[src/rtl/image_pkg.sv]
// image_pkg: shared state, beat-kind and point-op encodings for the BMP image pipeline
package image_pkg;
  typedef enum logic [2:0] {
    ST_IDLE = 3'd0,
    ST_HDR  = 3'd1,
    ST_PIX  = 3'd2,
    ST_PAD  = 3'd3,
    ST_DONE = 3'd4
  } state_t;
  localparam logic [1:0] SEL_HDR = 2'b00;
  localparam logic [1:0] SEL_PIX = 2'b01;
  localparam logic [1:0] SEL_PAD = 2'b10;
  localparam logic [1:0] OP_PASS = 2'b00;
  localparam logic [1:0] OP_GRAY = 2'b01;
  localparam logic [1:0] OP_INV  = 2'b10;
  localparam int BMP_HDR_BYTES = 54;
  // BMP rows of 3-byte pixels are padded up to a multiple of 4 bytes
  function automatic int pad_bytes(input int w);
    return (4 - (3 * w) % 4) % 4;
  endfunction
endpackage

[src/rtl/raster_counter.sv]
// raster_counter: column/row position of the pixel beat currently offered, advancing per accepted beat
module raster_counter #(
  parameter int WIDTH  = 512,
  parameter int HEIGHT = 768
) (
  input  logic        clk,
  input  logic        rst,
  input  logic        clr,
  input  logic        adv,
  output logic [15:0] col,
  output logic [15:0] row,
  output logic        eol,
  output logic        eof
);
  logic [15:0] col_q, row_q;
  assign col = col_q;
  assign row = row_q;
  assign eol = col_q == 16'(WIDTH - 1);
  assign eof = eol && row_q == 16'(HEIGHT - 1);
  always_ff @(posedge clk or posedge rst) begin
    if (rst) begin
      col_q <= '0;
      row_q <= '0;
    end else if (clr) begin
      col_q <= '0;
      row_q <= '0;
    end else if (adv) begin
      col_q <= eol ? '0 : col_q + 16'd1;
      if (eol) row_q <= eof ? '0 : row_q + 16'd1;
    end
  end
endmodule

[src/rtl/image_frame_sequencer.sv]
// image_frame_sequencer: sequences one BMP frame as header, pixel raster and row padding with source/sink handshakes
module image_frame_sequencer
  import image_pkg::*;
#(
  parameter int HEIGHT    = 768,
  parameter int WIDTH     = 512,
  parameter int HDR_BYTES = BMP_HDR_BYTES
) (
  input  logic        clk,
  input  logic        rst,
  input  logic        start,
  input  logic [1:0]  mode,
  input  logic        abort,
  input  logic        src_valid,
  output logic        src_ready,
  input  logic        snk_ready,
  output logic        snk_we,
  output logic [1:0]  snk_sel,
  output logic [5:0]  hdr_idx,
  output logic [15:0] col,
  output logic [15:0] row,
  output logic [1:0]  op_sel,
  output logic        busy,
  output logic        done,
  output logic        aborted
);
  localparam int PAD_BYTES = pad_bytes(WIDTH);
  state_t state_q, state_d;
  logic [5:0] hdr_q, hdr_d;
  logic [1:0] pad_q, pad_d, op_q, op_d;
  logic last_q, last_d, aborted_q, aborted_d;
  logic clr, adv, eol, eof;

  raster_counter #(.WIDTH(WIDTH), .HEIGHT(HEIGHT)) u_raster (
    .clk(clk), .rst(rst), .clr(clr), .adv(adv),
    .col(col), .row(row), .eol(eol), .eof(eof)
  );

  always_comb begin
    state_d   = state_q;
    hdr_d     = hdr_q;
    pad_d     = pad_q;
    op_d      = op_q;
    last_d    = last_q;
    aborted_d = 1'b0;
    src_ready = 1'b0;
    snk_we    = 1'b0;
    snk_sel   = SEL_HDR;
    clr       = 1'b0;
    adv       = 1'b0;
    case (state_q)
      ST_IDLE: begin
        if (start && !abort) begin
          state_d = ST_HDR;
          op_d    = (mode == 2'b11) ? OP_PASS : mode;
        end
      end
      ST_HDR: begin
        snk_we = snk_ready;
        if (snk_we) begin
          hdr_d   = (hdr_q == 6'(HDR_BYTES - 1)) ? 6'd0 : hdr_q + 6'd1;
          state_d = (hdr_q == 6'(HDR_BYTES - 1)) ? ST_PIX : ST_HDR;
        end
      end
      ST_PIX: begin
        snk_sel   = SEL_PIX;
        src_ready = snk_ready;
        snk_we    = src_valid && snk_ready;
        adv       = snk_we;
        // remember the final row so the trailing pad knows to finish the frame
        if (snk_we && eol) begin
          last_d  = eof;
          state_d = (PAD_BYTES != 0) ? ST_PAD : (eof ? ST_DONE : ST_PIX);
        end
      end
      ST_PAD: begin
        snk_sel = SEL_PAD;
        snk_we  = snk_ready;
        if (snk_we) begin
          pad_d   = (pad_q == 2'(PAD_BYTES - 1)) ? 2'd0 : pad_q + 2'd1;
          state_d = (pad_q != 2'(PAD_BYTES - 1)) ? ST_PAD : (last_q ? ST_DONE : ST_PIX);
        end
      end
      ST_DONE: begin
        state_d = ST_IDLE;
        last_d  = 1'b0;
        clr     = 1'b1;
      end
      default: state_d = ST_IDLE;
    endcase
    // the beat offered this cycle still goes out; abort only ends the frame after it
    if (abort && state_q != ST_IDLE) begin
      state_d   = ST_IDLE;
      hdr_d     = 6'd0;
      pad_d     = 2'd0;
      last_d    = 1'b0;
      clr       = 1'b1;
      aborted_d = 1'b1;
    end
  end

  always_ff @(posedge clk or posedge rst) begin
    if (rst) begin
      state_q   <= ST_IDLE;
      hdr_q     <= '0;
      pad_q     <= '0;
      op_q      <= OP_PASS;
      last_q    <= 1'b0;
      aborted_q <= 1'b0;
    end else begin
      state_q   <= state_d;
      hdr_q     <= hdr_d;
      pad_q     <= pad_d;
      op_q      <= op_d;
      last_q    <= last_d;
      aborted_q <= aborted_d;
    end
  end

  assign hdr_idx = hdr_q;
  assign op_sel  = op_q;
  assign busy    = state_q != ST_IDLE;
  assign done    = state_q == ST_DONE;
  assign aborted = aborted_q;
endmodule

[config.mk]
export PLATFORM = sky130hd
export DESIGN_NAME = image_frame_sequencer
export DESIGN_NICKNAME = d
export VERILOG_FILES = /design/src/rtl/image_pkg.sv /design/src/rtl/raster_counter.sv /design/src/rtl/image_frame_sequencer.sv
export SDC_FILE = /design/constraint.sdc
export NUM_CORES = 1
export LEC_CHECK = 0
export CAP_MARGIN = 20
export CORE_MARGIN = 4
export CORE_UTILIZATION = 30
export CTS_BUF_LIST = sky130_fd_sc_hd__clkbuf_2
export CTS_CLUSTER_DIAMETER = 100
export DETAILED_ROUTE_END_ITERATION = 8
export GPL_TIMING_DRIVEN = 0
export PLACE_DENSITY = 0.56
export SLEW_MARGIN = 20
export SYNTH_ARGS = -nofsm -noshare
export SYNTH_HDL_FRONTEND = slang
export SYNTH_SLANG_ARGS = --single-unit
[constraint.sdc]
create_clock -name clk -period 4.3 [get_ports clk]
set_input_delay 0.86 -clock clk [delete_from_list [all_inputs] [get_ports clk]]
set_output_delay 0.86 -clock clk [all_outputs]
set_load 0.1 [all_outputs]
==> results.cfg, run 1 <==
[sta]
timing.final.crit_share = 0.866
setup_viol = 0
tightest_slew_ns = 0.980
holdWs_ns = 0.518
min_period_ns = 3.72
clock_skew_ns = 0.0201
timing_hold_violations_final = 0
rsz0062_at_grt = false
setup-tns-final_ns = 0
relSlewSlack = 0.345
fin_ws_ns = 0.578
finalMaxSlewViolations = 0
fmax_mhz = 269

[yosys]
synth_area_leaders = dfrtp_1 (43%), o31ai_1 (4.7%), a21oi_1 (4.6%), o21ai_0 (4.1%), nor2_1 (3.5%)
yosysTopAreaCell = dfrtp_1
syn_nets = 310
yosysMostFrequentCell = dfrtp_1
ys_ff_latch = 47
yosysWarnings = 0
synth-edff-count = 0
synth_area_sq_mm = 0.00272
yosys-top-cells-count = dfrtp_1 (47), a21oi_1 (25), nor2_1 (25)
synth_sequential_area_ratio = 0.433
ys.flop_type = dfrtp_1
synth.distinct_cells = 42
netlist_instances = 297
synth_area_per_cell_sq_um = 9.14
ys_async_sr_fraction = 1.00
synth.top_cell.area_share = 0.433

[critical_path]
endpoint_kind = output pin
rrSetupSlack_ns = 1.36
crit_path_start_kind = flip-flop
crit_path_max_incr_delay_ns = 1.15
path_cells = clkbuf_1, nor2b_1, and2_1, clkdlybuf4s50_1
crit_fanout = 10
cp.required_ns = 3.44
crit_path_top_delay_cell = clkdlybuf4s50_1
crit_type = reg2out
cp.arrival_ns = 2.86

[global_routing]
grt_max_degree = 28
grt_pass1_vias = 2365
antenna_found_initial = 0
grt_overflow_total = 0
grt_pass1_wl_um = 11800
grtUsageTotal = 0.138

[power_and_ir_drop]
p_comb_frac = 0.539
intPower_uw = 755
clkPwrFrac = 0.113
seq_power_share = 0.348
switchingPower_uw = 908
power_density_mw_per_mm2 = 481
leakagePower_uw = 0.00135
peakVddDrop_uv = 382
p_sw_frac = 0.546

[floorplan]
die_h_um = 103
die_w_um = 103
dieArea_sq_mm = 0.0106
start_util = 0.310
ios = 55
core-area_sq_mm = 0.00876
rows = 34

[cells_and_area]
diodes = 0
final_cells = 468
drive_above_1_share = 0.0722
layout.nets = 372
areaGrowthSynthToFinish_pct = 27.3

[drt]
drt_first_iter_violations = 138
wl_um = 7110
avgViaCountPerCell = 5.39
avgRoutedWirePerCell_um = 15.2
num_vias = 2522
drcViolationCount = 0
firstDrtPassIters = 4
drtAntennaViolNets = 0

[cts]
post_cts_resized = 0
cts.clk_slew.worst_paths_ns = 0.23
htreeDepth = 2
cts.sinks = 47
clk_path_buf_depth = 2
clk-insertion-delay-late_ns = 0.43
holdBufCountCts = 0
cts_buffers = 5
cts_root_buf = clkbuf_2
post_cts_buffers = 0
cts_tree = yes

[place]
place_hpwl_um = 5180
dpl_worst_slack_ns = 0.605
port_buffers = 54
place_inst = 460
gp_congestion = 0.866

[min_path]
hp-class = reg2reg

[outcome]
outcome = finished clean

[run]
maxCapViolations = 0
## registers in the layout, summed over array words and instances (netlist names)
name,cells
aborted,1
hdr_idx,6
last_q,1
op_sel,2
pad_q,2
state_q,3
u_raster.col,16
u_raster.row,16
## path summary, 6_finish.rpt
path | to | cells past startpoint | from
max in group asynchronous | op_sel[0]$_DFFE_PP0P_ | 3 | rst
hold reg to reg | op_sel[1]$_DFFE_PP0P_ | 2 | op_sel[1]$_DFFE_PP0P_
setup / recovery | snk_sel[1] | 4 | state_q[0]$_DFFE_PP0P_
hold / removal | op_sel[1]$_DFFE_PP0P_ | 2 | op_sel[1]$_DFFE_PP0P_
setup reg to reg | u_raster.row[7]$_DFFE_PP0P_ | 6 | u_raster.col[13]$_DFFE_PP0P_
min in group asynchronous | u_raster.col[13]$_DFFE_PP0P_ | 2 | rst
## layout by cell type (no fill, tap or decap), drive strengths merged, types with 9 or more instances in the layout
cell type      Yosys  routed
dfrtp             47      47
nor2              25      25
o21ai             22      22
clkdlybuf4s50      0      54
xor2              10      10
or4               14      14
nand2             16      16
o31ai             17      17
nand3             13      13
inv                9       9
clkbuf            11      16
a21oi             27      27
## power groups by stage
stage | logic [uW] | registers [uW] | clock network, uW
final | 896 | 579 | 187
after global routing | 951 | 594 | 213
after CTS | 903 | 580 | 197
after detailed placement | 902 | 588 | 0
after global placement | 890 | 586 | 0
after floorplan | 291 | 971 | 0
## critical path, delay by kind of cell, from the launching register on
kind,cells,cell delay [ns]
buffers and inverters,2,1.47
and+or+nand+nor,2,0.55
DFF,1,0.43
## routing by layer
metal,track usage,up-vias,wire [um]
met2,0.219,54,3350
met5,0,-,0
met4,0.0408,0,81
met1,0.193,1228,3340
met3,0.0257,5,339
li1,-,1235,-
## layout make-up
class	instances	area, sq um
clock inverters	3	15.0
well taps	108	135
flip-flops and latches	47	1180
repair buffers	55	561
fillers	915	5310
plain buffers	13	57.6
multi-input cells	228	1450
clock buffers	5	25.0
inverters	9	33.8
## cell families after synthesis
logic type	synth area share
adder cells (fa/ha/maj)	0.0230
multiplexers	0.0157
AND/OR/NAND/NOR	0.275
AO/OA/AOI/OAI	0.187
flip-flops	0.433
XOR/XNOR	0.0323
buffers and inverters	0.0336
## stage by stage
stage / area [sq um] / total power [uW] / util
floorplan: 2720 / 1260 / -
global placement: 3400 / 1480 / 0.387
detailed placement: 3420 / 1490 / 0.390
CTS: 3460 / 1680 / 0.394
global route: 3460 / 1760 / 0.394
finish: 3460 / 1660 / 0.394
(Power assumes the default switching activity.)
==> run 2, diff against run 1 <==
Settings changed: SETUP_SLACK_MARGIN set to 0.05.
==> results of run 2 <==
The final DEF is identical to that of run 1; final timing and power are the same.
